**config.mk**
```make
export PLATFORM = sky130hd
export DESIGN_NAME = recirc_router_param
export DESIGN_NICKNAME = d
export VERILOG_FILES = /design/src/rtl/recirc_pkg.sv /design/src/rtl/recirc_lane_skid.sv /design/src/rtl/recirc_router_param.sv
export SDC_FILE = /design/constraint.sdc
export NUM_CORES = 1
export LEC_CHECK = 0
export CORE_ASPECT_RATIO = 0.75
export CORE_MARGIN = 5
export CORE_UTILIZATION = 28
export CTS_BUF_LIST = sky130_fd_sc_hd__clkbuf_4
export DETAILED_ROUTE_END_ITERATION = 8
export PLACE_DENSITY_LB_ADDON = 0.3
export SYNTH_ARGS = -nofsm -noshare
export SYNTH_HDL_FRONTEND = slang
export SYNTH_SLANG_ARGS = --single-unit
```
**constraint.sdc**
```tcl
create_clock -name clk -period 4.1 [get_ports clk]
set_input_delay 0.615 -clock clk [delete_from_list [all_inputs] [get_ports clk]]
set_output_delay 0.615 -clock clk [all_outputs]
set_load 0.005 [all_outputs]
```
**src/rtl/recirc_pkg.sv**
```systemverilog
// Shared definitions for the recirculating lane router.
// Provides the mode encodings and a lane popcount helper sized for up to
// MAX_LANES lanes; callers zero-extend narrower lane vectors.
package recirc_pkg;

    localparam int unsigned MAX_LANES = 8;
    localparam int unsigned POP_W     = 4;

    typedef enum logic [1:0] {
        MODE_ACTIVE = 2'd0,
        MODE_DRAIN  = 2'd1,
        MODE_IDLE   = 2'd2
    } mode_e;

    // Number of set bits among the low num_lanes bits of vec.
    function automatic logic [POP_W-1:0] popcount(input logic [MAX_LANES-1:0] vec,
                                                  input int unsigned          num_lanes);
        logic [POP_W-1:0] cnt;
        cnt = '0;
        for (int unsigned i = 0; i < MAX_LANES; i++) begin
            if ((i < num_lanes) && vec[i]) begin
                cnt = cnt + POP_W'(1);
            end
        end
        return cnt;
    endfunction

endpackage

```
**src/rtl/recirc_lane_skid.sv**
```systemverilog
// One forward-path lane: registered output stage plus a one-entry skid buffer.
// Ports: clk/reset (sync, high); route_en enables accepting new words;
// valid_in/data_in upstream word; fwd_ready shared downstream accept;
// in_ready_c = skid empty; fwd_valid/fwd_data registered output;
// empty_next_c = lane holds nothing once this cycle's updates land.
module recirc_lane_skid #(
    parameter int unsigned DATA_W = 8
) (
    input  logic              clk,
    input  logic              reset,
    input  logic              route_en,
    input  logic              valid_in,
    input  logic [DATA_W-1:0] data_in,
    input  logic              fwd_ready,
    output logic              in_ready_c,
    output logic              fwd_valid,
    output logic [DATA_W-1:0] fwd_data,
    output logic              empty_next_c
);

    logic              out_valid_q, out_valid_d;
    logic [DATA_W-1:0] out_data_q,  out_data_d;
    logic              skid_full_q, skid_full_d;
    logic [DATA_W-1:0] skid_data_q, skid_data_d;
    logic              accept;
    logic              out_load;

    // Output stage refills from the skid first so per-lane order is kept.
    always_comb begin
        out_valid_d = out_valid_q;
        out_data_d  = out_data_q;
        skid_full_d = skid_full_q;
        skid_data_d = skid_data_q;
        in_ready_c  = ~skid_full_q;
        accept      = route_en & valid_in & ~skid_full_q;
        out_load    = ~out_valid_q | fwd_ready;

        if (out_load) begin
            if (skid_full_q) begin
                out_valid_d = 1'b1;
                out_data_d  = skid_data_q;
                skid_full_d = accept;
                if (accept) begin
                    skid_data_d = data_in;
                end
            end else begin
                out_valid_d = accept;
                if (accept) begin
                    out_data_d = data_in;
                end
            end
        end else if (accept) begin
            skid_full_d = 1'b1;
            skid_data_d = data_in;
        end

        empty_next_c = ~out_valid_d & ~skid_full_d;
    end

    always_ff @(posedge clk) begin
        if (reset) begin
            out_valid_q <= 1'b0;
            out_data_q  <= '0;
            skid_full_q <= 1'b0;
            skid_data_q <= '0;
        end else begin
            out_valid_q <= out_valid_d;
            out_data_q  <= out_data_d;
            skid_full_q <= skid_full_d;
            skid_data_q <= skid_data_d;
        end
    end

    assign fwd_valid = out_valid_q;
    assign fwd_data  = out_data_q;

endmodule

```
**src/rtl/recirc_router_param.sv**
```systemverilog
// Routes NUM_LANES valid-qualified lanes to a backpressured forward path or a
// registered recirculation path, selected by an ACTIVE/DRAIN/IDLE mode FSM.
// Ports: clk/reset (sync, high); idle_sel requests recirculation; data_in/
// valid_in/in_ready upstream; fwd_* forward path with shared fwd_ready;
// rec_* recirculation path; mode current state; cnt_clr clears the
// saturating fwd_count/rec_count word counters.
module recirc_router_param
    import recirc_pkg::*;
#(
    parameter int unsigned NUM_LANES = 4,
    parameter int unsigned DATA_W    = 8,
    parameter int unsigned CNT_W     = 16
) (
    input  logic                        clk,
    input  logic                        reset,
    input  logic                        idle_sel,
    input  logic [NUM_LANES*DATA_W-1:0] data_in,
    input  logic [NUM_LANES-1:0]        valid_in,
    output logic [NUM_LANES-1:0]        in_ready,
    output logic [NUM_LANES*DATA_W-1:0] fwd_data,
    output logic [NUM_LANES-1:0]        fwd_valid,
    input  logic                        fwd_ready,
    output logic [NUM_LANES*DATA_W-1:0] rec_data,
    output logic [NUM_LANES-1:0]        rec_valid,
    output logic [1:0]                  mode,
    input  logic                        cnt_clr,
    output logic [CNT_W-1:0]            fwd_count,
    output logic [CNT_W-1:0]            rec_count
);

    localparam int unsigned BUS_W = NUM_LANES * DATA_W;
    localparam int unsigned SUM_W = CNT_W + POP_W;

    mode_e                 state_q, state_d;
    logic [NUM_LANES-1:0]  rec_valid_q, rec_valid_d;
    logic [BUS_W-1:0]      rec_data_q,  rec_data_d;
    logic [CNT_W-1:0]      fwd_count_q, fwd_count_d;
    logic [CNT_W-1:0]      rec_count_q, rec_count_d;
    logic [NUM_LANES-1:0]  lane_ready_c;
    logic [NUM_LANES-1:0]  lane_empty_next_c;
    logic                  route_fwd;
    logic                  all_empty_next;

    function automatic logic [CNT_W-1:0] sat_add(input logic [CNT_W-1:0] a,
                                                 input logic [POP_W-1:0] b);
        logic [SUM_W-1:0] s;
        s = SUM_W'(a) + SUM_W'(b);
        return (s > SUM_W'({CNT_W{1'b1}})) ? {CNT_W{1'b1}} : s[CNT_W-1:0];
    endfunction

    assign route_fwd = (state_q == MODE_ACTIVE);

    for (genvar i = 0; i < NUM_LANES; i++) begin : g_lane
        recirc_lane_skid #(.DATA_W(DATA_W)) u_lane (
            .clk          (clk),
            .reset        (reset),
            .route_en     (route_fwd),
            .valid_in     (valid_in[i]),
            .data_in      (data_in[i*DATA_W +: DATA_W]),
            .fwd_ready    (fwd_ready),
            .in_ready_c   (lane_ready_c[i]),
            .fwd_valid    (fwd_valid[i]),
            .fwd_data     (fwd_data[i*DATA_W +: DATA_W]),
            .empty_next_c (lane_empty_next_c[i])
        );
    end

    // Emptiness after this cycle's updates, so IDLE is only entered once the
    // forward path has nothing left to present.
    assign all_empty_next = &lane_empty_next_c;

    // Mode FSM, recirculation capture and counters.
    always_comb begin
        state_d     = state_q;
        rec_valid_d = '0;
        rec_data_d  = rec_data_q;
        fwd_count_d = fwd_count_q;
        rec_count_d = rec_count_q;
        in_ready    = route_fwd ? lane_ready_c : {NUM_LANES{1'b1}};

        unique case (state_q)
            MODE_ACTIVE: begin
                if (idle_sel) begin
                    state_d = all_empty_next ? MODE_IDLE : MODE_DRAIN;
                end
            end
            MODE_DRAIN: begin
                if (!idle_sel) begin
                    state_d = MODE_ACTIVE;
                end else if (all_empty_next) begin
                    state_d = MODE_IDLE;
                end
            end
            MODE_IDLE: begin
                if (!idle_sel) begin
                    state_d = MODE_ACTIVE;
                end
            end
            default: state_d = MODE_ACTIVE;
        endcase

        if (!route_fwd) begin
            rec_valid_d = valid_in;
            rec_data_d  = data_in;
        end

        if (cnt_clr) begin
            fwd_count_d = '0;
            rec_count_d = '0;
        end else begin
            fwd_count_d = sat_add(fwd_count_q,
                                  popcount(MAX_LANES'(fwd_valid & {NUM_LANES{fwd_ready}}), NUM_LANES));
            rec_count_d = sat_add(rec_count_q, popcount(MAX_LANES'(rec_valid_q), NUM_LANES));
        end
    end

    always_ff @(posedge clk) begin
        if (reset) begin
            state_q     <= MODE_ACTIVE;
            rec_valid_q <= '0;
            rec_data_q  <= '0;
            fwd_count_q <= '0;
            rec_count_q <= '0;
        end else begin
            state_q     <= state_d;
            rec_valid_q <= rec_valid_d;
            rec_data_q  <= rec_data_d;
            fwd_count_q <= fwd_count_d;
            rec_count_q <= rec_count_d;
        end
    end

    assign mode      = state_q;
    assign rec_valid = rec_valid_q;
    assign rec_data  = rec_data_q;
    assign fwd_count = fwd_count_q;
    assign rec_count = rec_count_q;

endmodule
```
==> results of run 1 <==
-- worst max-delay path, cell delays in order --
cell and delay, ns:
clkdlybuf4s50_1 0.48, and2_1 0.22, ha_1 0.33, xnor2_1 0.26, ha_1 0.19, nand2_1 0.06, xor2_1 0.16, and2_1 0.16
ha_1 0.34, o21ai_0 0.11, o21bai_1 0.42, nand4_1 0.18, xor2_1 0.17, a21oi_1 0.13
-- metal layers --
layer  GRT usage  routed length [um]
met4      0.0343                 160
met1       0.178                8140
met3      0.0599                1290
met2       0.194                6560
met5           0                   0
-- layout make-up --
class / count / area (um^2) / share of cell area
sequential: 142 / 2840 / 0.354
clock buffer: 18 / 135 / 0.0168
multi-input combinational: 458 / 2960 / 0.369
inverter: 15 / 56.3 / 0.00701
timing repair buffer: 157 / 1550 / 0.193
tap: 288 / 360 / 0.0449
clock inverter: 13 / 125 / 0.0156
-- power groups by stage --
stage / Combinational, mW / Sequential, mW / Clock, mW
2_1_floorplan: 0.200 / 1.52 / 0
3_3_place_gp: 0.421 / 1.52 / 0
3_5_place_dp: 0.423 / 1.52 / 0
4_1_cts: 0.425 / 1.49 / 0.924
5_1_grt: 0.463 / 1.50 / 0.979
6_report: 0.417 / 1.49 / 0.881
-- cells by family (layout without fill, tap and decap cells) --
group	Yosys count	in the layout	share of synthesized area
AOI/OAI and AO/OA	114	114	0.114
xor gates and xnor gates	28	28	0.0405
adders and majority gates	17	17	0.0376
buffers and inverters	58	203	0.0436
DFF	142	142	0.469
muxes	72	72	0.119
other	1	2	0.000619
and+or+nand+nor	225	225	0.175
-- layout by cell type (no fill, tap or decap), drive strengths merged, types with 15 or more instances in the layout --
cell / netlist / routed
clkbuf: 23 / 18
clkdlybuf4s50: 0 / 149
ha: 15 / 15
nand2: 80 / 80
nor2: 83 / 83
mux2i: 70 / 70
xor2: 15 / 15
a21oi: 68 / 68
dfxtp: 142 / 142
a211oi: 36 / 36
inv: 15 / 15
-- flip-flops by register name, summed over array words and instances, names as in the netlist --
name,cells
g_lane.u_lane.fwd_data,32
g_lane.u_lane.skid_data_q,32
rec_data,32
fwd_count,16
rec_count,16
g_lane.u_lane.fwd_valid,4
g_lane.u_lane.skid_full_q,4
rec_valid,4
mode,2
-- stage by stage --
step / cells / utilization
after floorplan: 658 / -
after global placement: 1060 / 0.366
after detailed placement: 1060 / 0.366
after CTS: 1091 / 0.378
after global routing: 1091 / 0.378
final: 1091 / 0.378
-- worst min-delay path by stage --
stage	start	endpoint	slack (ns)
2_1_floorplan	rec_data[0]	rec_data[0]	0.45
3_3_place_gp	rec_data[29]	rec_data[29]	0.44
3_5_place_dp	rec_data[14]	rec_data[14]	0.45
4_1_cts	rec_data[24]	rec_data[24]	0.46
5_1_grt	rec_data[0]	rec_data[0]	0.48
6_report	rec_data[24]	rec_data[24]	0.46
==> reports/metrics.cfg, run 1 <==
[cts]
clk_latency_ns = 0.55
htreeDepth = 4
clock-sinks = 142
cts.clk_slew.worst_paths_ns = 0.12
cts_resized = 0
postCtsSetupBuffers = 0
clock_path_buffers = 2
cts_hold_buf = 0
cts_tree = done
cts_made_buffers = 17
cts_root_buf = clkbuf_4

[pwr]
power.internal_mw = 2.02
power_frac_comb = 0.149
leakagePower_nw = 3.04
vdd_drop_max_mv = 0.178
netSwitchingPower_uw = 769
power_frac_clock = 0.316
p_sw_frac = 0.276
power_frac_seq = 0.535
fin_total_pwr_mw = 2.79
power.density_mw_per_mm2 = 347

[global_route]
grt.total_usage = 0.132
grt_pass1_wl_mm = 26.3
grt.overflow.total = 0
grt_pass1_vias = 4947
antenna_found_initial = 0
grt_max_degree = 61

[critical_path]
crit_path_end = fwd_count[7]
reg2reg_slack_ns = 0.86
start_kind = primary input
r2r_end = rec_count[14]
cp_data_arrival_time_ns = 3.81
endpoint_kind = flop
critPathRequiredTime_ns = 4.58
critPathMaxFanout = 6
worstSetupPathType = in2reg
r2r_start = rec_valid[0]
worst-r2r-cell-count = 12
cp-startpoint = fwd_ready

[worst_hold_path]
min_path_cells = 2
holdCritPathClass = reg2reg

[place]
dpl-instance-area_mm2 = 0.00777
gp_congestion = 0.801
dp_hpwl_mm = 11.6
dp_slack_ns = 0.189
io_buffers = 150

[route]
wl_per_cell_um = 14.8
route.detailed.drc = 0
via_per_inst = 4.51
via_count = 4917
first_iter_violations = 249
final_antenna_net_count = 0
wl_mm = 16.2
drtPass1Iterations = 4

[sta]
fin_ws_ns = 0.768
final.setup_skew_ns = 0.0252
hold_ws_ns = 0.458
rsz0062_at_grt = false
period_needed_ns = 3.33
post-route-period-util = 0.813
tightest_slew_ns = 0.756
hold_viol = 0
slew_viol_final = 0
setup_viol = 0
fmax_mhz = 300
fin_tns_setup_ns = 0
slew_headroom = 0.493

[yosys]
synth_flop_cell = dfxtp_1
yosysMostFrequentCell = dfxtp_1
yosys_register_bits = 142
synth_area_leaders = dfxtp_1 47%, mux2i_1 12%, a21oi_1 5.5%, nand2_1 5.0%, nor2_1 4.9%
synthTopCellsByCount = 142 x dfxtp_1, 80 x nand2_1, 79 x nor2_1
synth_top_area_share = 0.469
yosysTopAreaCell = dfxtp_1
avgSynthCellArea_um2 = 9.22
async_flop_share = 0
seq_area_frac_synth = 0.469
synth.cell_area_mm2 = 0.00606
synth-warning-count = 0
synth_edf_count = 0
ys_types = 46
syn_inst = 657

[finish]
n_antenna_cell = 0
nNetsFinal = 849
fillers = 2177
area_growth_pct = 32.6
finalInstanceArea_mm2 = 0.00803
drive_above_1_share = 0.0648

[die]
die-area_mm2 = 0.0247
die_w_um = 180
io_pins = 151
initial_core_util = 0.285
num_rows = 46
core_area_mm2 = 0.0212
die_h_um = 137

[run_status]
outcome = complete, no violations

[run]
drv_cap = 0

No activity file was read; power rests on OpenSTA's default activity.
==> inputs of run 2 (changes only) <==
clock period = 2.9 ns   (was 4.1 ns; I/O delays follow)
==> reports/metrics.cfg, run 2 (synthesized netlist as in run 1, its figures left out) <==
[cts]
clock_path_buffers = 2
clock-sinks = 142
clk_latency_ns = 0.55
cts_made_buffers = 17
cts_hold_buf = 0
cts_tree = done
cts.clk_slew.worst_paths_ns = 0.13
cts_root_buf = clkbuf_4
htreeDepth = 4

[critical_path]
r2r_start = rec_valid[0]
cp_data_arrival_time_ns = 3.25
r2r_end = rec_count[1]
reg2reg_slack_ns = 0.11
critPathMaxFanout = 6
worstSetupPathType = reg2reg
worst-r2r-cell-count = 11
critPathRequiredTime_ns = 3.37
start_kind = flop
endpoint_kind = flop

[global_route]
grt.met1_usage = 0.179
grtUsageMet2 = 0.194
use_met3 = 0.0586
grt.total_usage = 0.132
grt_max_degree = 50
busiest_layer = met2
antenna_found_initial = 0
grt_pass1_wl_mm = 26.3
grt_pass1_vias = 4966
grt.overflow.total = 0

[worst_hold_path]
min_path_cells = 2
whs_endpoint = g_lane[2].u_lane.skid_data_q[0]
worstHoldStart = reset
holdCritPathClass = in2reg

[route]
final_antenna_net_count = 0
via_count = 5046
drtPass1Iterations = 4
via_per_inst = 4.51
route.detailed.drc = 0
wl_mm = 16.3
wl_per_cell_um = 14.6
first_iter_violations = 189

[pwr]
vdd_drop_max_mv = 0.245
power_frac_clock = 0.310
netSwitchingPower_mw = 1.14
power_frac_comb = 0.157
leakagePower_nw = 3.22
fin_total_pwr_mw = 3.95
power.density_mw_per_mm2 = 474
power.internal_mw = 2.81
power_frac_seq = 0.534
p_sw_frac = 0.290

[die]
die_w_um = 180
num_rows = 46
die-area_mm2 = 0.0247
core_area_mm2 = 0.0212
initial_core_util = 0.285
io_pins = 151
die_h_um = 137

[finish]
mostFrequentLayoutCell = clkdlybuf4s50_1
fillers = 2144
n_antenna_cell = 0
nNetsFinal = 876
most-common-layout-cells = 148 x clkdlybuf4s50_1, 139 x dfxtp_1, 80 x nand2_1, 78 x nor2_1, 70 x mux2i_1
area_growth_pct = 37.7
drive_above_1_share = 0.119
utilization = 0.393

[sta]
hold_viol = 0
setup_viol = 0
final.setup_skew_ns = 0.0336
fin_ws_ns = 0.113
slew_headroom = 0.532
rsz0062_at_grt = true
tightest_slew_ns = 0.702
period_needed_ns = 2.79
post-route-period-util = 0.961
fin_tns_setup_ns = 0
fmax_mhz = 359
slew_viol_final = 0

[place]
io_buffers = 150
dp_slack_ns = -0.690
gp_congestion = 0.785
dp_hpwl_mm = 11.8

[run]
drv_cap = 0

[run_status]
outcome = complete, no violations

run 2: cell count changes in the layout (fill, tap and decap cells not counted), sizes merged:
cell / change
clkinvlp: -1
or3b: +1
dlymetal6s2s: +1
clkdlybuf4s50: -1
clkbuf: -1
clkinv: -2
buf: +26
inv: +6
bufinv: -1
run 2: worst max-delay path, cell delays in order, from the launching register on:
cell and delay (ns):
dfxtp_2 0.35, inv_1 0.06, ha_4 0.25, xor2_2 0.18, ha_1 0.29, mux2_2 0.17, inv_1 0.06, fa_1 0.40
nand2b_4 0.17, a21oi_2 0.17, or3b_4 0.46, a21oi_1 0.16
run 2: power groups by stage:
stage | combinational [mW] | sequential, mW | clock, mW
3_5_place_dp | 0.615 | 2.15 | 0
5_1_grt | 0.686 | 2.12 | 1.37
4_1_cts | 0.623 | 2.11 | 1.28
6_report | 0.619 | 2.11 | 1.22
3_3_place_gp | 0.615 | 2.15 | 0
2_1_floorplan | 0.283 | 2.15 | 0
run 2: worst max path at each step:
stage,end,start,depth (start not counted)
after floorplan,fwd_count[10],fwd_ready,12
after global placement,fwd_count[15],fwd_ready,14
after detailed placement,fwd_count[7],fwd_ready,14
after CTS,fwd_count[15],g_lane[0].u_lane.fwd_valid,12
after global routing,fwd_count[10],g_lane[1].u_lane.fwd_valid,15
final,rec_count[1],rec_valid[0],11
run 2: timing repair:
action,in CTS,in global routing
setup buffers,0,0
setup endpoints to repair,24,32
resized for setup,7,15
pin swaps,0,1
gates cloned,1,0
run 2: cell type report:
type	instances	area, um^2	area share
Clock buffer	17	128	0.0153
Clock inverter	15	131	0.0158
Inverter	15	56.3	0.00675
Multi-Input combinational cell	459	3070	0.368
Sequential cell	142	2850	0.341
Tap cell	288	360	0.0432
Timing Repair Buffer	183	1750	0.210
run 2: per-layer routing:
layer  wire (um)  vias up  part of all wire
met5           0        -                 0
met4         103        0            0.0063
met3        1300        8             0.080
met2        6810      128              0.42
met1        8120     2341              0.50
li1            -     2569                 -
run 2: per-stage QoR:
step	area [um^2]	cells	hold WS [ns]
6_report	8340	1119	0.289
5_1_grt	8340	1119	0.220
4_1_cts	8270	1119	0.224
3_5_place_dp	7970	1086	0.446
3_3_place_gp	7970	1086	0.439
2_1_floorplan	6060	658	0.448
